==> src/rtl/tdc_hit_decoder.sv <==
// Start/Stop thermometer decoder with a coarse cycle counter.
// Emits one pulse-width record per hit through a small first-word fall-through FIFO.
module tdc_hit_decoder #(
    parameter int NUM_TAPS   = 120,
    parameter int FINE_W     = 7,
    parameter int COARSE_W   = 12,
    parameter int FIFO_DEPTH = 4
) (
    input  logic                         iClk,
    input  logic                         iRst_n,
    input  logic                         iStartValid,
    input  logic [NUM_TAPS-1:0]          iStartTaps,
    input  logic                         iStopValid,
    input  logic [NUM_TAPS-1:0]          iStopTaps,
    output logic                         oValid,
    input  logic                         iReady,
    output logic [COARSE_W-1:0]          oCoarse,
    output logic [FINE_W-1:0]            oFineStart,
    output logic [FINE_W-1:0]            oFineStop,
    output logic [COARSE_W+FINE_W:0]     oWidth,
    output logic                         oTimeout,
    output logic [7:0]                   oDropCnt
);

    localparam int WIDTH_W = COARSE_W + FINE_W + 1;
    localparam int CALC_W  = WIDTH_W + 1;
    localparam int PTR_W   = $clog2(FIFO_DEPTH);
    localparam int REC_W   = 1 + COARSE_W + 2 * FINE_W + WIDTH_W;

    typedef enum logic {
        IDLE,
        WAIT_STOP
    } state_t;

    state_t                state;
    logic [COARSE_W-1:0]   coarseCnt;
    logic [COARSE_W-1:0]   elapsed;
    logic [NUM_TAPS-1:0]   startWord;

    logic                  s1Valid;
    logic                  s1Timeout;
    logic [COARSE_W-1:0]   s1Coarse;
    logic [NUM_TAPS-1:0]   s1StartTaps;
    logic [NUM_TAPS-1:0]   s1StopTaps;

    logic                  s2Valid;
    logic                  s2Timeout;
    logic [COARSE_W-1:0]   s2Coarse;
    logic [FINE_W-1:0]     s2FineStart;
    logic [FINE_W-1:0]     s2FineStop;

    logic [WIDTH_W-1:0]    scaledCoarse;
    logic signed [CALC_W-1:0] rawWidth;
    logic [WIDTH_W-1:0]    clampWidth;
    logic [REC_W-1:0]      newRecord;

    logic [REC_W-1:0]      mem [FIFO_DEPTH];
    logic [PTR_W:0]        wrPtr;
    logic [PTR_W:0]        rdPtr;
    logic [7:0]            dropCnt;
    logic                  fifoEmpty;
    logic                  fifoFull;
    logic                  doPop;
    logic                  doPush;

    // Ones-count decode tolerates bubbles in the thermometer word.
    function automatic logic [FINE_W-1:0] popCount(input logic [NUM_TAPS-1:0] taps);
        logic [FINE_W-1:0] sum;
        sum = '0;
        for (int i = 0; i < NUM_TAPS; i++) begin
            sum = sum + FINE_W'(taps[i]);
        end
        return sum;
    endfunction

    assign elapsed = coarseCnt + COARSE_W'(1);

    // Hit FSM and first pipeline stage: the first start wins, a stop or a
    // saturated counter closes the hit and hands the raw words to the decoder.
    always_ff @(posedge iClk or negedge iRst_n) begin
        if (!iRst_n) begin
            state       <= IDLE;
            coarseCnt   <= '0;
            startWord   <= '0;
            s1Valid     <= 1'b0;
            s1Timeout   <= 1'b0;
            s1Coarse    <= '0;
            s1StartTaps <= '0;
            s1StopTaps  <= '0;
        end else begin
            s1Valid <= 1'b0;
            case (state)
                IDLE: begin
                    if (iStartValid && iStopValid) begin
                        s1Valid     <= 1'b1;
                        s1Timeout   <= 1'b0;
                        s1Coarse    <= '0;
                        s1StartTaps <= iStartTaps;
                        s1StopTaps  <= iStopTaps;
                    end else if (iStartValid) begin
                        state     <= WAIT_STOP;
                        coarseCnt <= '0;
                        startWord <= iStartTaps;
                    end
                end
                WAIT_STOP: begin
                    if (iStopValid) begin
                        s1Valid     <= 1'b1;
                        s1Timeout   <= 1'b0;
                        s1Coarse    <= elapsed;
                        s1StartTaps <= startWord;
                        s1StopTaps  <= iStopTaps;
                        state       <= IDLE;
                    end else if (elapsed == '1) begin
                        s1Valid     <= 1'b1;
                        s1Timeout   <= 1'b1;
                        s1Coarse    <= elapsed;
                        s1StartTaps <= startWord;
                        s1StopTaps  <= '0;
                        state       <= IDLE;
                    end else begin
                        coarseCnt <= elapsed;
                    end
                end
            endcase
        end
    end

    // Second pipeline stage: fine counts for both words.
    always_ff @(posedge iClk or negedge iRst_n) begin
        if (!iRst_n) begin
            s2Valid     <= 1'b0;
            s2Timeout   <= 1'b0;
            s2Coarse    <= '0;
            s2FineStart <= '0;
            s2FineStop  <= '0;
        end else begin
            s2Valid     <= s1Valid;
            s2Timeout   <= s1Timeout;
            s2Coarse    <= s1Coarse;
            s2FineStart <= popCount(s1StartTaps);
            s2FineStop  <= popCount(s1StopTaps);
        end
    end

    // One extra bit of headroom keeps the subtraction signed; only coarse=0 can go negative.
    always_comb begin
        scaledCoarse = WIDTH_W'(s2Coarse) * WIDTH_W'(NUM_TAPS);
        rawWidth     = $signed({1'b0, scaledCoarse})
                     + $signed(CALC_W'(s2FineStart))
                     - $signed(CALC_W'(s2FineStop));
        clampWidth   = '0;
        if (!s2Timeout && rawWidth >= 0) begin
            clampWidth = rawWidth[WIDTH_W-1:0];
        end
        newRecord = {s2Timeout, s2Coarse, s2FineStart, s2FineStop, clampWidth};
    end

    assign fifoEmpty = (wrPtr == rdPtr);
    assign fifoFull  = (wrPtr[PTR_W] != rdPtr[PTR_W]) &&
                       (wrPtr[PTR_W-1:0] == rdPtr[PTR_W-1:0]);
    assign doPop     = !fifoEmpty && iReady;
    assign doPush    = s2Valid && (!fifoFull || doPop);

    // Record FIFO: a pop in the same cycle frees the slot for a push into a full FIFO.
    always_ff @(posedge iClk or negedge iRst_n) begin
        if (!iRst_n) begin
            wrPtr   <= '0;
            rdPtr   <= '0;
            dropCnt <= '0;
            for (int i = 0; i < FIFO_DEPTH; i++) begin
                mem[i] <= '0;
            end
        end else begin
            if (doPush) begin
                mem[wrPtr[PTR_W-1:0]] <= newRecord;
                wrPtr <= wrPtr + (PTR_W+1)'(1);
            end
            if (doPop) begin
                rdPtr <= rdPtr + (PTR_W+1)'(1);
            end
            if (s2Valid && !doPush && dropCnt != 8'hFF) begin
                dropCnt <= dropCnt + 8'd1;
            end
        end
    end

    assign oValid   = !fifoEmpty;
    assign oDropCnt = dropCnt;
    assign {oTimeout, oCoarse, oFineStart, oFineStop, oWidth} = mem[rdPtr[PTR_W-1:0]];

endmodule
==> config.mk <==
export PLATFORM = sky130hd
export DESIGN_NAME = tdc_hit_decoder
export DESIGN_NICKNAME = d
export VERILOG_FILES = /design/src/rtl/tdc_hit_decoder.sv
export SDC_FILE = /design/constraint.sdc
export NUM_CORES = 1
export LEC_CHECK = 0
export ABC_AREA = 1
export BUFFER_PORTS_ARGS = -buffer_cell sky130_fd_sc_hd__buf_2
export CAP_MARGIN = 20
export CORE_MARGIN = 1.5
export CORE_UTILIZATION = 30
export CTS_CLUSTER_SIZE = 25
export DETAILED_ROUTE_END_ITERATION = 7
export PLACE_DENSITY = 0.52
export SLEW_MARGIN = 20
export SYNTH_ARGS = -nofsm -noshare
export SYNTH_HDL_FRONTEND = slang
export SYNTH_SLANG_ARGS = --single-unit
export TNS_END_PERCENT = 10
==> constraint.sdc <==
create_clock -name iClk -period 5.9 [get_ports iClk]
set_clock_uncertainty 0.15 [all_clocks]
set_input_delay 0 -clock iClk [delete_from_list [all_inputs] [get_ports iClk]]
set_output_delay 0 -clock iClk [all_outputs]
set_load 0.05 [all_outputs]
==> results.toml, run 1 <==
[floorplan]
die_y_um = 343.9
die_w_um = 343.9
start_util_pct = 30.37
core_mm2 = 0.1148
dieArea_mm2 = 0.1183
row_count = 124
ios = 301

[sta]
finalCriticalPeriod_ns = 6.353
slew_viol_final = 0
post-route-period-util_pct = 107.7
setup_viol = 12
setup_tns_ns = -3.700
fmax_ghz = 0.1574
worst_slack_ns = -0.4525
relSlewSlack_pct = 30.93
final_hold_viol_count = 0
rsz0062_at_grt = "yes"
tightest_slew_ns = 1.036

[worst_setup_path]
rrSetupSlack_ns = -0.45
cp_data_arrival_time_ns = 6.71
critPathCaptureType = "register"
start_kind = "register"
crit-reg2reg-capture = "s2FineStop[6]"
cp-endpoint = "s2FineStop[6]"
worstPathRequired_ns = 6.26
critical_path_class = "register to register"
rr_worst_depth = 23
reg2reg_from = "s1StopTaps[113]"
critical_path.max_fanout = 2
cp-startpoint = "s1StopTaps[113]"

[synth]
syn_area_mm2 = 0.03487
synthSimpleGateAreaFrac_pct = 15.77
synth_nets = 4584
ys_types = 43
synthMuxAreaShare_pct = 0
async_reset_ff_share_pct = 100.0
synthXorXnorAreaFrac_pct = 1.274
synth_ff_type = "dfrtp_1"
synth_compound_area_share_pct = 12.28
syn_inst = 4010
yosys_warnings = 0
synth_top_family_by_area = "adder cells"
synth_edf_count = 0
ys_seq_elements = 617
ys_seq_area_share_pct = 44.28
avgSynthCellArea_um2 = 8.696
synth_fa_ha_area_share_pct = 17.01

[detailed_routing]
first_pass_iters = 5
vias = 28130
viasPerCell = 4.491
drc_errors = 0
final_antenna_net_count = 0
routedWlPerCell_um = 15.87
wirelength_um = 99400
drt_iter0_markers = 1681

[cells_and_area]
fill_cells = 11510
final_common_cell = "nand2_1"
multi_input_area_mm2 = 0.01628
drive_gt1_share_pct = 12.63
register_area_mm2 = 0.01544
area_growth_pct = 29.67
most-common-layout-cells = "nand2_1 (1,120), dfrtp_1 (615), inv_1 (609)"
nNetsFinal = 5263

[global_routing]
grtUsageTotal_pct = 17.13
grt_pass1_wl_um = 159900
grt_pass1_vias = 29010
grt_max_degree = 242
overflow = 0
antenna_found_initial = 2

[clock_tree]
h-tree-depth = 3
cts_root_buffer = "clkbuf_16"
cts_buffers = 76
insertion_delay_ns = 0.65
cts_tree = "yes"
numClockSinks = 617
clk_pin_slew_ns = 0.06
clock_path_buffers = 3

[hold_path]
hold_class = "primary input to register"

[placed_design]
portBuffers = 300
gp_congestion = 0.8046
post-dp-hpwl_um = 65500

[job]
cap_viol_max_count = 0

[status]
failed_checks = "setup timing"
status = "finished with violations"
per-layer routing:
layer  global-route usage, %  vias to the layer above  routed length, um
met5                       0                        -                 10
met4                   5.217                        2               2751
met3                   2.679                      153               3950
met2                   28.05                      580              46520
met1                   23.29                    13520              46170
li1                        -                    13880                  -
state kept, by name (all words and copies together), names as in the netlist:
signal	flops
mem	188
startWord	120
s2FineStart	7
coarseCnt	12
rdPtr	3
s2FineStop	7
s1Coarse	12
s2Valid	1
s1StartTaps	120
wrPtr	3
s2Timeout	1
s1Valid	1
oDropCnt	8
s1StopTaps	120
state	1
s2Coarse	12
s1Timeout	1
critical path, stage by stage (launching register included):
cell     delay (ns)
dfrtp_1        0.40
fa_1           0.53
inv_1          0.05
fa_1           0.50
inv_1          0.05
fa_1           0.47
inv_1          0.06
fa_1           0.50
fa_1           0.43
fa_1           0.49
inv_1          0.05
fa_1           0.47
inv_1          0.05
fa_1           0.51
fa_1           0.40
inv_1          0.06
ha_1           0.14
inv_2          0.05
fa_2           0.35
o21ai_2        0.15
nand2_1        0.06
a21oi_1        0.13
nor2_1         0.06
xnor2_1        0.12
per-stage QoR:
step	area (um^2)	utilization, %	std cells	hold slack (ns)	setup WS (ns)
after global routing	45220	39.38	6264	0.009526	-0.7036
after global placement	38270	33.33	5712	-0.04012	-0.4626
after CTS	45150	39.33	6261	0.0002569	-0.4776
final	45220	39.38	6264	0.03753	-0.4525
after detailed placement	38280	33.35	5713	-0.03780	-0.5176
after floorplan	34930	-	4010	-0.4456	-0.2751
timing repair:
| item | CTS | global route |
|---|---|---|
| endpoints found under the hold margin | 512 | 0 |
| hold buffers | 406 | 0 |
| resized for setup | 9 | 10 |
| setup endpoints to repair | 12 | 12 |
| setup buffers | 2 | 1 |
| pin swaps | 22 | 14 |
area by class of cell:
| cell class | instances | area share, % |
|---|---|---|
| clock inverters | 31 | 1.107 |
| inverters | 628 | 5.227 |
| diodes | 1 | 0.005534 |
| well taps | 1512 | 4.184 |
| clock buffers | 109 | 4.992 |
| multi-input cells | 2558 | 36.00 |
| repair buffers | 808 | 14.33 |
| flip-flops and latches | 617 | 34.16 |
synth_stat cells, types with 2 or more instances:
library cell	n	share of area [%]
nand2_1	1124	12
inv_1	619	6.7
dfrtp_1	617	44
o21ai_0	439	6.3
fa_1	242	14
clkbuf_1	158	1.7
nor2_1	147	1.6
o21ai_1	136	2.0
o211ai_1	120	2.6
nand3_1	93	1.3
ha_1	87	3.1
o22ai_1	47	0.84
xor2_1	31	0.78
a21oi_1	24	0.34
buf_2	23	0.33
xnor2_1	16	0.40
buf_4	15	0.32
nand4_1	10	0.18
buf_6	7	0.23
nand2_2	6	0.11
inv_2	5	0.054
nor3_1	5	0.072
buf_1	4	0.043
clkinv_1	4	0.043
nand3b_1	4	0.086
nor2_2	4	0.072
a211oi_1	2	0.043
a21boi_0	2	0.043
a21o_1	2	0.043
a31oi_1	2	0.036
nor2_4	2	0.065
xnor2_2	2	0.093
kinds of logic after synthesis:
| group | Yosys count |
|---|---|
| AO/OA/AOI/OAI | 778 |
| XOR/XNOR | 49 |
| adder cells (fa/ha/maj) | 329 |
| buffers and inverters | 835 |
| flip-flops | 617 |
| AND/OR/NAND/NOR | 1402 |
how the worst min path moves through the flow:
| stage | start | end | slack [ns] | depth (start not counted) |
|---|---|---|---|---|
| after detailed placement | iRst_n | mem[37] | -0.04 | 1 |
| final | iStopTaps[71] | s1StopTaps[71] | 0.04 | 4 |
| after global placement | iRst_n | mem[37] | -0.04 | 1 |
| after floorplan | iRst_n | coarseCnt[0] | -0.45 | 0 |
| after global routing | iStartTaps[98] | startWord[98] | 0.01 | 4 |
| after CTS | iStartTaps[80] | startWord[80] | 0.0003 | 4 |
Power of run 1 is left out: the tool's default activity adds up to more than one toggle a clock period on the data nets, which glitch-free logic cannot reach.
==> inputs of run 2 (changes only) <==
--- a/config.mk
+++ b/config.mk
@@ -12,7 +12,6 @@
 export CORE_UTILIZATION = 30
 export CTS_CLUSTER_SIZE = 25
 export DETAILED_ROUTE_END_ITERATION = 7
-export PLACE_DENSITY = 0.52
 export SLEW_MARGIN = 20
 export SYNTH_ARGS = -nofsm -noshare
 export SYNTH_HDL_FRONTEND = slang
==> run 2 against run 1 <==
  * The flow still finishes with violations (setup timing)
  * Register-to-register slack got worse by 0.13 ns
  * Sequential share of layout area fell by 0.15 points
  * Final area rose by 0.45%
  * Largest cell class unchanged
  * Highest routed layer is now met4
==> results.toml, run 2 (synthesis gave the netlist of run 1 again) <==
[status]
status = "finished with violations"
failed_checks = "setup timing"

[worst_setup_path]
slowest_stage = "fa_1"
critical_path_class = "register to register"
critPathCaptureType = "register"
max_stage_delay_ns = 0.58
cp_data_arrival_time_ns = 6.86
critical_path.max_fanout = 2
start_kind = "register"
critical_path_buf_inv_count = 7
cp_top_family = "adder cells"
worstPathRequired_ns = 6.27
rrSetupSlack_ns = -0.59
path_cells = "fa_1 -> inv_2 -> fa_1 -> inv_1 -> fa_1 -> inv_1 -> fa_1 -> fa_1 -> fa_1 -> inv_1 -> fa_1 -> inv_1 -> fa_1 -> fa_1 -> inv_1 -> ha_1 -> inv_2 -> fa_2 -> o21ai_2 -> nand2_1 -> a21oi_2 -> nor2_1 -> xnor2_1"
path_common_cell = "fa_1"

[global_routing]
grt_pass1_vias = 29820
use_met1_pct = 23.30
grt_max_degree = 159
top_usage_layer = "met2"
grt_util_met3_pct = 2.436
met2_usage_pct = 28.35
grtUsageTotal_pct = 17.20
antenna_found_initial = 2
grt_pass1_wl_um = 161900
overflow = 0

[hold_path]
hold_class = "primary input to register"

[sta]
worst_slack_ns = -0.5866
relSlewSlack_pct = 30.69
slew_viol_final = 0
finalCriticalPeriod_ns = 6.487
final_hold_viol_count = 0
setup_viol = 12
fmax_ghz = 0.1542
tightest_slew_ns = 1.040
rsz0062_at_grt = "yes"
setup_tns_ns = -4.334
post-route-period-util_pct = 109.9

[cells_and_area]
fill_cells = 11350
drive_gt1_share_pct = 12.39
nNetsFinal = 5302
area_growth_pct = 30.25
final_common_cell = "nand2_1"
largest_reg_flops = 188
most-common-layout-cells = "nand2_1 (1,120), dfrtp_1 (615), inv_1 (611)"
top_register = "mem"

[floorplan]
start_util_pct = 30.37
dieArea_mm2 = 0.1183
row_count = 124
ios = 301
die_w_um = 343.9
core_mm2 = 0.1148
die_y_um = 343.9

[detailed_routing]
routedWlPerCell_um = 15.90
final_antenna_net_count = 0
drt_iter0_markers = 1610
first_pass_iters = 6
drc_errors = 0
wirelength_um = 100200
vias = 28830
viasPerCell = 4.574

[clock_tree]
insertion_delay_ns = 0.67
numClockSinks = 617
clk_pin_slew_ns = 0.06
cts_buffers = 76
h-tree-depth = 3
cts_root_buffer = "clkbuf_16"
clock_path_buffers = 3
cts_tree = "yes"

[placed_design]
post-dp-hpwl_um = 65900
portBuffers = 300
gp_congestion = 0.8623

[job]
cap_viol_max_count = 0
[run 2: layer usage]
layer	part of all wire, %	wire, um
met5	0	0
met4	2.8	2766
met3	4.2	4181
met2	48	47710
met1	45	45550
[run 2: path summary, 6_finish.rpt]
path / from / end / cells after the start
worst max-delay path: s1StopTaps[113] / s2FineStop[6] / 23
worst min-delay path: iStartTaps[99] / startWord[99] / 4
worst max register to register: s1StopTaps[113] / s2FineStop[6] / 23
worst min register to register: s1Valid / s2Valid / 0
max in group asynchronous: iRst_n / mem[119] / 4
min in group asynchronous: iRst_n / startWord[6] / 4
[run 2: through the flow]
step / utilization [%] / hold slack, ns / instance area, um^2 / cells / setup WS [ns]
after floorplan: - / -0.4456 / 34930 / 4010 / -0.2751
after global placement: 33.40 / -0.01759 / 38340 / 5722 / -0.4666
after detailed placement: 33.40 / -0.01232 / 38340 / 5722 / -0.5553
after CTS: 39.54 / 0.0001000 / 45400 / 6300 / -0.5614
after global routing: 39.56 / 0.03272 / 45420 / 6302 / -0.8804
final: 39.56 / 0.04859 / 45420 / 6303 / -0.5866
[run 2: tightest hold or removal path: cells and delay by family]
family | cells | cell delay, ns
buffers and inverters | 3 | 0.68
AOI/OAI and AO/OA | 1 | 0.15
[run 2: area by class of cell]
class / count / area, um^2 / share of cell area (%)
Antenna cell: 3 / 7.507 / 0.01653
Multi-Input combinational cell: 2558 / 16260 / 35.80
Timing Repair Buffer: 847 / 6829 / 15.04
Sequential cell: 617 / 15440 / 34.01
Inverter: 628 / 2362 / 5.201
Clock inverter: 30 / 387.9 / 0.8540
Clock buffer: 108 / 2235 / 4.920
Tap cell: 1512 / 1892 / 4.165
[run 2: what timing repair did]
action / in CTS / in global routing
endpoints found under the setup margin: 12 / 13
pin swaps: 11 / 4
setup buffers: 0 / 0
hold buffers: 440 / 0
endpoints found under the hold margin: 565 / 0
resized for setup: 8 / 5
Power of run 2 is left out for the same reason.
